==> config.mk <==
export PLATFORM = sky130hd
export DESIGN_NAME = nird_code_builder_flat
export DESIGN_NICKNAME = d
export VERILOG_FILES = /design/src/rtl/nird_code_builder_if.sv /design/src/rtl/nird_code_builder.sv /design/src/flat_wrapper.sv
export SDC_FILE = /design/constraint.sdc
export NUM_CORES = 1
export LEC_CHECK = 0
export CORE_MARGIN = 4
export CORE_UTILIZATION = 40
export DETAILED_ROUTE_END_ITERATION = 12
export GPL_TIMING_DRIVEN = 0
export PLACE_DENSITY = 0.68
export SLEW_MARGIN = 40
export SYNTH_ARGS = -nofsm -noshare
export SYNTH_HDL_FRONTEND = slang
export SYNTH_SLANG_ARGS = --single-unit
==> constraint.sdc <==
create_clock -name clk -period 5.85 [get_ports clk]
set_clock_uncertainty 0.1 [all_clocks]
set_input_delay 1.17 -clock clk [delete_from_list [all_inputs] [get_ports clk]]
set_output_delay 1.17 -clock clk [all_outputs]
set_load 0.02 [all_outputs]
==> src/rtl/nird_code_builder_if.sv <==
// nird_code_builder_if: sample/config inputs and bit/code outputs of the
// NIRD ring-difference code builder.
//   master : the upstream producer (drives samples and config, observes results)
//   slave  : the code builder itself
// Signals:
//   start_i, valid_i, S_a_i, S_b_i, mode_i, th_i       -> builder
//   bit_o, bit_valid_o, code_o, done_o, busy_o, abort_o <- builder
interface nird_code_builder_if #(
  parameter int WIDTH   = 24,
  parameter int NUM_CMP = 8
);
  logic               start_i;
  logic               valid_i;
  logic [WIDTH-1:0]   S_a_i;
  logic [WIDTH-1:0]   S_b_i;
  logic               mode_i;
  logic [WIDTH-1:0]   th_i;
  logic               bit_o;
  logic               bit_valid_o;
  logic [NUM_CMP-1:0] code_o;
  logic               done_o;
  logic               busy_o;
  logic               abort_o;

  modport master (
    output start_i, valid_i, S_a_i, S_b_i, mode_i, th_i,
    input  bit_o, bit_valid_o, code_o, done_o, busy_o, abort_o
  );

  modport slave (
    input  start_i, valid_i, S_a_i, S_b_i, mode_i, th_i,
    output bit_o, bit_valid_o, code_o, done_o, busy_o, abort_o
  );
endinterface

==> src/rtl/nird_code_builder.sv <==
// nird_code_builder: compares ring sums S_a vs S_b (optionally against S_b+th)
// and packs NUM_CMP comparison bits, MSB first, into one descriptor word.
// Ports:
//   clk  - rising-edge clock
//   rst  - asynchronous active-high reset
//   bus  - nird_code_builder_if.slave (samples/config in, bit/code/status out)
module nird_code_builder #(
  parameter int WIDTH   = 24,
  parameter int NUM_CMP = 8,
  parameter int CNT_W   = $clog2(NUM_CMP)
) (
  input logic               clk,
  input logic               rst,
  nird_code_builder_if.slave bus
);

  typedef enum logic {IDLE, ACCUM} state_t;

  localparam logic [CNT_W-1:0] LAST = CNT_W'(NUM_CMP - 1);

  state_t             state;
  logic [CNT_W-1:0]   count;
  // Holds the NUM_CMP-1 earlier bits; the final bit is appended on completion.
  logic [NUM_CMP-2:0] shreg;
  logic               mode_q;
  logic [WIDTH-1:0]   th_q;

  logic               first;
  logic               mode_eff;
  logic [WIDTH-1:0]   th_eff;
  logic [WIDTH:0]     b_plus_th;
  logic               cmp;

  // The first sample of a word compares with the live config, which is also
  // latched for the remaining samples of that word.
  always_comb begin
    first     = bus.start_i || (state == IDLE);
    mode_eff  = first ? bus.mode_i : mode_q;
    th_eff    = first ? bus.th_i   : th_q;
    b_plus_th = {1'b0, bus.S_b_i} + {1'b0, th_eff};
    cmp       = '0;
    if (mode_eff) cmp = ({1'b0, bus.S_a_i} >= b_plus_th);
    else          cmp = (bus.S_a_i >= bus.S_b_i);
  end

  always_ff @(posedge clk or posedge rst) begin
    if (rst) begin
      state           <= IDLE;
      count           <= '0;
      shreg           <= '0;
      mode_q          <= '0;
      th_q            <= '0;
      bus.bit_o       <= '0;
      bus.bit_valid_o <= '0;
      bus.code_o      <= '0;
      bus.done_o      <= '0;
      bus.busy_o      <= '0;
      bus.abort_o     <= '0;
    end else begin
      bus.done_o      <= '0;
      bus.abort_o     <= '0;
      bus.bit_valid_o <= bus.valid_i;
      if (bus.start_i && (state == ACCUM)) bus.abort_o <= '1;

      if (bus.valid_i) begin
        bus.bit_o <= cmp;
        if (first) begin
          mode_q     <= bus.mode_i;
          th_q       <= bus.th_i;
          shreg      <= (NUM_CMP-1)'(cmp);
          count      <= CNT_W'(1);
          state      <= ACCUM;
          bus.busy_o <= '1;
        end else if (count == LAST) begin
          bus.code_o <= {shreg, cmp};
          bus.done_o <= '1;
          shreg      <= '0;
          count      <= '0;
          state      <= IDLE;
          bus.busy_o <= '0;
        end else begin
          shreg <= {shreg[NUM_CMP-3:0], cmp};
          count <= count + CNT_W'(1);
        end
      end else if (bus.start_i) begin
        shreg      <= '0;
        count      <= '0;
        state      <= IDLE;
        bus.busy_o <= '0;
      end
    end
  end

endmodule

==> src/flat_wrapper.sv <==
// flat-port wrapper written by rule: the top's interface ports become plain ports
module nird_code_builder_flat 
#(
  parameter int WIDTH   = 24,
  parameter int NUM_CMP = 8,
  parameter int CNT_W   = $clog2(NUM_CMP)
)
  (clk, rst, bus_start_i, bus_valid_i, bus_S_a_i, bus_S_b_i, bus_mode_i, bus_th_i, bus_bit_o, bus_bit_valid_o, bus_code_o, bus_done_o, bus_busy_o, bus_abort_o);
  nird_code_builder_if #(.WIDTH(WIDTH), .NUM_CMP(NUM_CMP)) bus_i ();
  input logic clk;
  input logic rst;
  input wire logic [$bits(bus_i.start_i)-1:0] bus_start_i;
  input wire logic [$bits(bus_i.valid_i)-1:0] bus_valid_i;
  input wire logic [$bits(bus_i.S_a_i)-1:0] bus_S_a_i;
  input wire logic [$bits(bus_i.S_b_i)-1:0] bus_S_b_i;
  input wire logic [$bits(bus_i.mode_i)-1:0] bus_mode_i;
  input wire logic [$bits(bus_i.th_i)-1:0] bus_th_i;
  output wire logic [$bits(bus_i.bit_o)-1:0] bus_bit_o;
  output wire logic [$bits(bus_i.bit_valid_o)-1:0] bus_bit_valid_o;
  output wire logic [$bits(bus_i.code_o)-1:0] bus_code_o;
  output wire logic [$bits(bus_i.done_o)-1:0] bus_done_o;
  output wire logic [$bits(bus_i.busy_o)-1:0] bus_busy_o;
  output wire logic [$bits(bus_i.abort_o)-1:0] bus_abort_o;
  assign bus_i.start_i = bus_start_i;
  assign bus_i.valid_i = bus_valid_i;
  assign bus_i.S_a_i = bus_S_a_i;
  assign bus_i.S_b_i = bus_S_b_i;
  assign bus_i.mode_i = bus_mode_i;
  assign bus_i.th_i = bus_th_i;
  assign bus_bit_o = bus_i.bit_o;
  assign bus_bit_valid_o = bus_i.bit_valid_o;
  assign bus_code_o = bus_i.code_o;
  assign bus_done_o = bus_i.done_o;
  assign bus_busy_o = bus_i.busy_o;
  assign bus_abort_o = bus_i.abort_o;
  nird_code_builder #(.WIDTH(WIDTH), .NUM_CMP(NUM_CMP), .CNT_W(CNT_W)) u_core (.clk(clk), .rst(rst), .bus(bus_i));
endmodule
==> qor.yml <==
setup_path:
  critPathSlowestCell: "clkdlybuf4s50_1"
  cp-end-kind: "flop"
  critPathLaunchType: "primary input"
  critical_path_class: "primary input to flop"
  crit_top_cell: "nand2_1"
  slowest_delay_ps: 530
  r2r-start: "u_core.bus.busy_o$_DFFE_PP0P_"
  cp_max_fo: 8
  crit_start: "bus_start_i"
  critPathArrivalTime_ps: 5710
  crit_chain: "clkdlybuf4s50_1, nor2b_1, clkbuf_4, nand2_1, nand2_1, ha_1, fa_2, a21oi_4, o211ai_4, or4_4, a311oi_4, o31ai_4, a211o_1, xnor2_1, ha_1, nand2_1, nor4_2, a21oi_2, a211oi_2, nand3_2, a21oi_2"
  rrSetupSlack_ps: 1060
  required_ps: 5980
clocking:
  cts_tree: "done"
  clockRootBuffer: "clkbuf_8"
  numCtsBuffers: 5
  hold_buffers: 0
  max-clock-path-buffers: 2
  clkSlewWorstSetupHoldPaths_ps: 90
  htreeDepth: 2
  cts.sinks: 48
  clkLatencyLatePin_ps: 300
finish:
  stdcell_count: 771
  final_util: 0.530
  area_delta_synth_final_pct: 29.2
  layout-drive-gt1-share: 0.101
  diodes: 0
  fin_nets: 782
  stdcell_area_um2: 5780
placed_design:
  placed_cells: 763
  dpl_cell_area_um2: 5560
  dp_hpwl_um: 9920
  place.gp.congestion: 0.896
  io_buffers: 89
synthesis:
  syn-cell-area_um2: 4470
  yosysWarnings: 0
  synth_flop_cell: "dfrtp_1"
  ys_ff_latch: 48
  postSynthCellCount: 533
  synth_nets: 685
  synth_edf_count: 0
  seq_area_frac_synth: 0.269
  syn_area_per_cell_um2: 8.39
  synthArstFlopShare: 1.00
  synth.distinct_cells: 50
grt:
  overflow: 0
  grt_pass1_vias: 3985
  track_usage: 0.184
  antenna_found_initial: 0
  grt_first_pass_wirelength_um: 19600
  grt_max_degree: 38
sta:
  rsz0062_at_grt: "no"
  tns_ps: 0
  drv_slew: 0
  relSlewSlack: 0.629
  fmax_mhz: 179
  post-route-period-util: 0.954
  worst_pin_slew_ps: 556
  finalHoldViolCount: 0
  setup_viol: 0
  fin_crit_ps: 5580
pwr:
  vdd_ir_drop_max_v: 0.000172
  power_leakage_nw: 2.72
  p_per_area_nw_per_um2: 207
drt:
  drt_iter0_markers: 177
  dr.pass1.iters: 6
  vias: 4089
  drt-total-wl_um: 12000
  wire_per_inst_um: 15.6
  vias_per_cell: 5.30
  antenna_left: 0
  drc: 0
floorplanning:
  initial_core_util: 0.410
  die_x_um: 114
  rows: 38
  core-area_um2: 10900
  die-area_um2: 12900
  io_pins: 90
  die_height_um: 114
min_path:
  hp-start: "u_core.bus.code_o[7]$_DFFE_PP0P_"
  worstHoldPathType: "flop to flop"
status:
  status: "complete, no violations"
run:
  drv_cap: 0
[through the flow]
step	hold slack [ps]	power (mW)	worst slack (ps)
3_5_place_dp	361	0.939	-832
4_1_cts	392	1.18	20.6
6_report	384	1.19	272
3_3_place_gp	365	0.918	-792
5_1_grt	413	1.29	39.2
2_1_floorplan	340	0.764	635
[final timing paths]
| check | depth (start not counted) | end |
|---|---|---|
| min in group asynchronous | 2 | u_core.bus.code_o[3]$_DFFE_PP0P_ |
| setup / recovery | 21 | u_core.shreg[0]$_DFFE_PP0P_ |
| max in group asynchronous | 3 | u_core.count[2]$_DFFE_PP0P_ |
| setup reg to reg | 20 | u_core.shreg[0]$_DFFE_PP0P_ |
| hold reg to reg | 2 | u_core.bus.code_o[7]$_DFFE_PP0P_ |
| hold / removal | 2 | u_core.bus.code_o[7]$_DFFE_PP0P_ |
[area by class of cell]
cell class | instances | area, µm²
fill | 1032 | 5110
clock buffer | 6 | 72.6
sequential | 48 | 1200
timing repair buffer | 91 | 918
multi-input combinational | 440 | 3190
buffer | 15 | 68.8
clock inverter | 2 | 35.0
inverter | 29 | 111
tap | 140 | 175
[cell usage after synthesis, types with 11 or more instances]
cell type	count	area (µm²)
xnor2_1	11	96.3
nand2_1	113	424
nor2_1	22	82.6
clkbuf_1	15	56.3
dfrtp_1	48	1200
a21oi_1	35	175
nand3_1	17	85.1
mux2_2	25	282
a21o_1	14	105
inv_1	28	105
nand2b_1	15	93.8
o21ai_0	21	105
ha_1	74	926
[kinds of logic after synthesis]
| kind of cell | Yosys count | synth area share |
|---|---|---|
| and+or+nand+nor | 204 | 0.206 |
| AOI/OAI and AO/OA | 114 | 0.169 |
| adders and majority gates | 75 | 0.212 |
| DFF | 48 | 0.269 |
| buffers and inverters | 45 | 0.0378 |
| muxes | 26 | 0.0652 |
| xor gates and xnor gates | 21 | 0.0412 |
[where the power goes]
group	switching, mW	internal, mW
logic	0.307	0.274
registers	0.0164	0.363
clock network	0.108	0.127
[cells in the final DEF, fill, tap and decap left out, types with 6 or more instances in the layout]
| cell type | Yosys | final |
|---|---|---|
| a21o_1 | 14 | 14 |
| a21oi_1 | 35 | 30 |
| clkbuf_1 | 15 | 11 |
| clkdlybuf4s50_1 | 0 | 89 |
| dfrtp_1 | 48 | 48 |
| ha_1 | 74 | 74 |
| inv_1 | 28 | 27 |
| mux2_2 | 25 | 25 |
| nand2_1 | 113 | 113 |
| nand2b_1 | 15 | 14 |
| nand3_1 | 17 | 16 |
| nand4_1 | 8 | 8 |
| nor2_1 | 22 | 22 |
| nor2b_1 | 10 | 10 |
| nor3_1 | 7 | 6 |
| o21ai_0 | 21 | 20 |
| xnor2_1 | 11 | 11 |
| xor2_1 | 10 | 10 |
[per-layer routing]
layer	GRT usage	up-vias	share of wire
met4	0.0248	0	0.0077
met3	0.0340	13	0.049
met2	0.309	83	0.48
met1	0.253	1913	0.46
met5	0	-	0
li1	-	2080	-
[repair_timing]
item / in CTS / in global routing
pin swaps: 3 / 9
resized for setup: 11 / 18
buffers inserted: 0 / 1
setup endpoints to repair: 3 / 3
[worst max-delay path, delay by kind of cell]
family	cells	cell delay, ps
AO/OA/AOI/OAI	8	1580
adder cells (fa/ha/maj)	3	900
buffers and inverters	2	710
XOR/XNOR	1	130
AND/OR/NAND/NOR	7	1200
[sequential cells by signal, indices dropped and copies added, names as in the netlist, 3 cells and up]
register and flops:
u_core.th_q 24, u_core.bus.code_o 8, u_core.shreg 7, u_core.count 3
No activity file was read; power rests on OpenSTA's default activity.
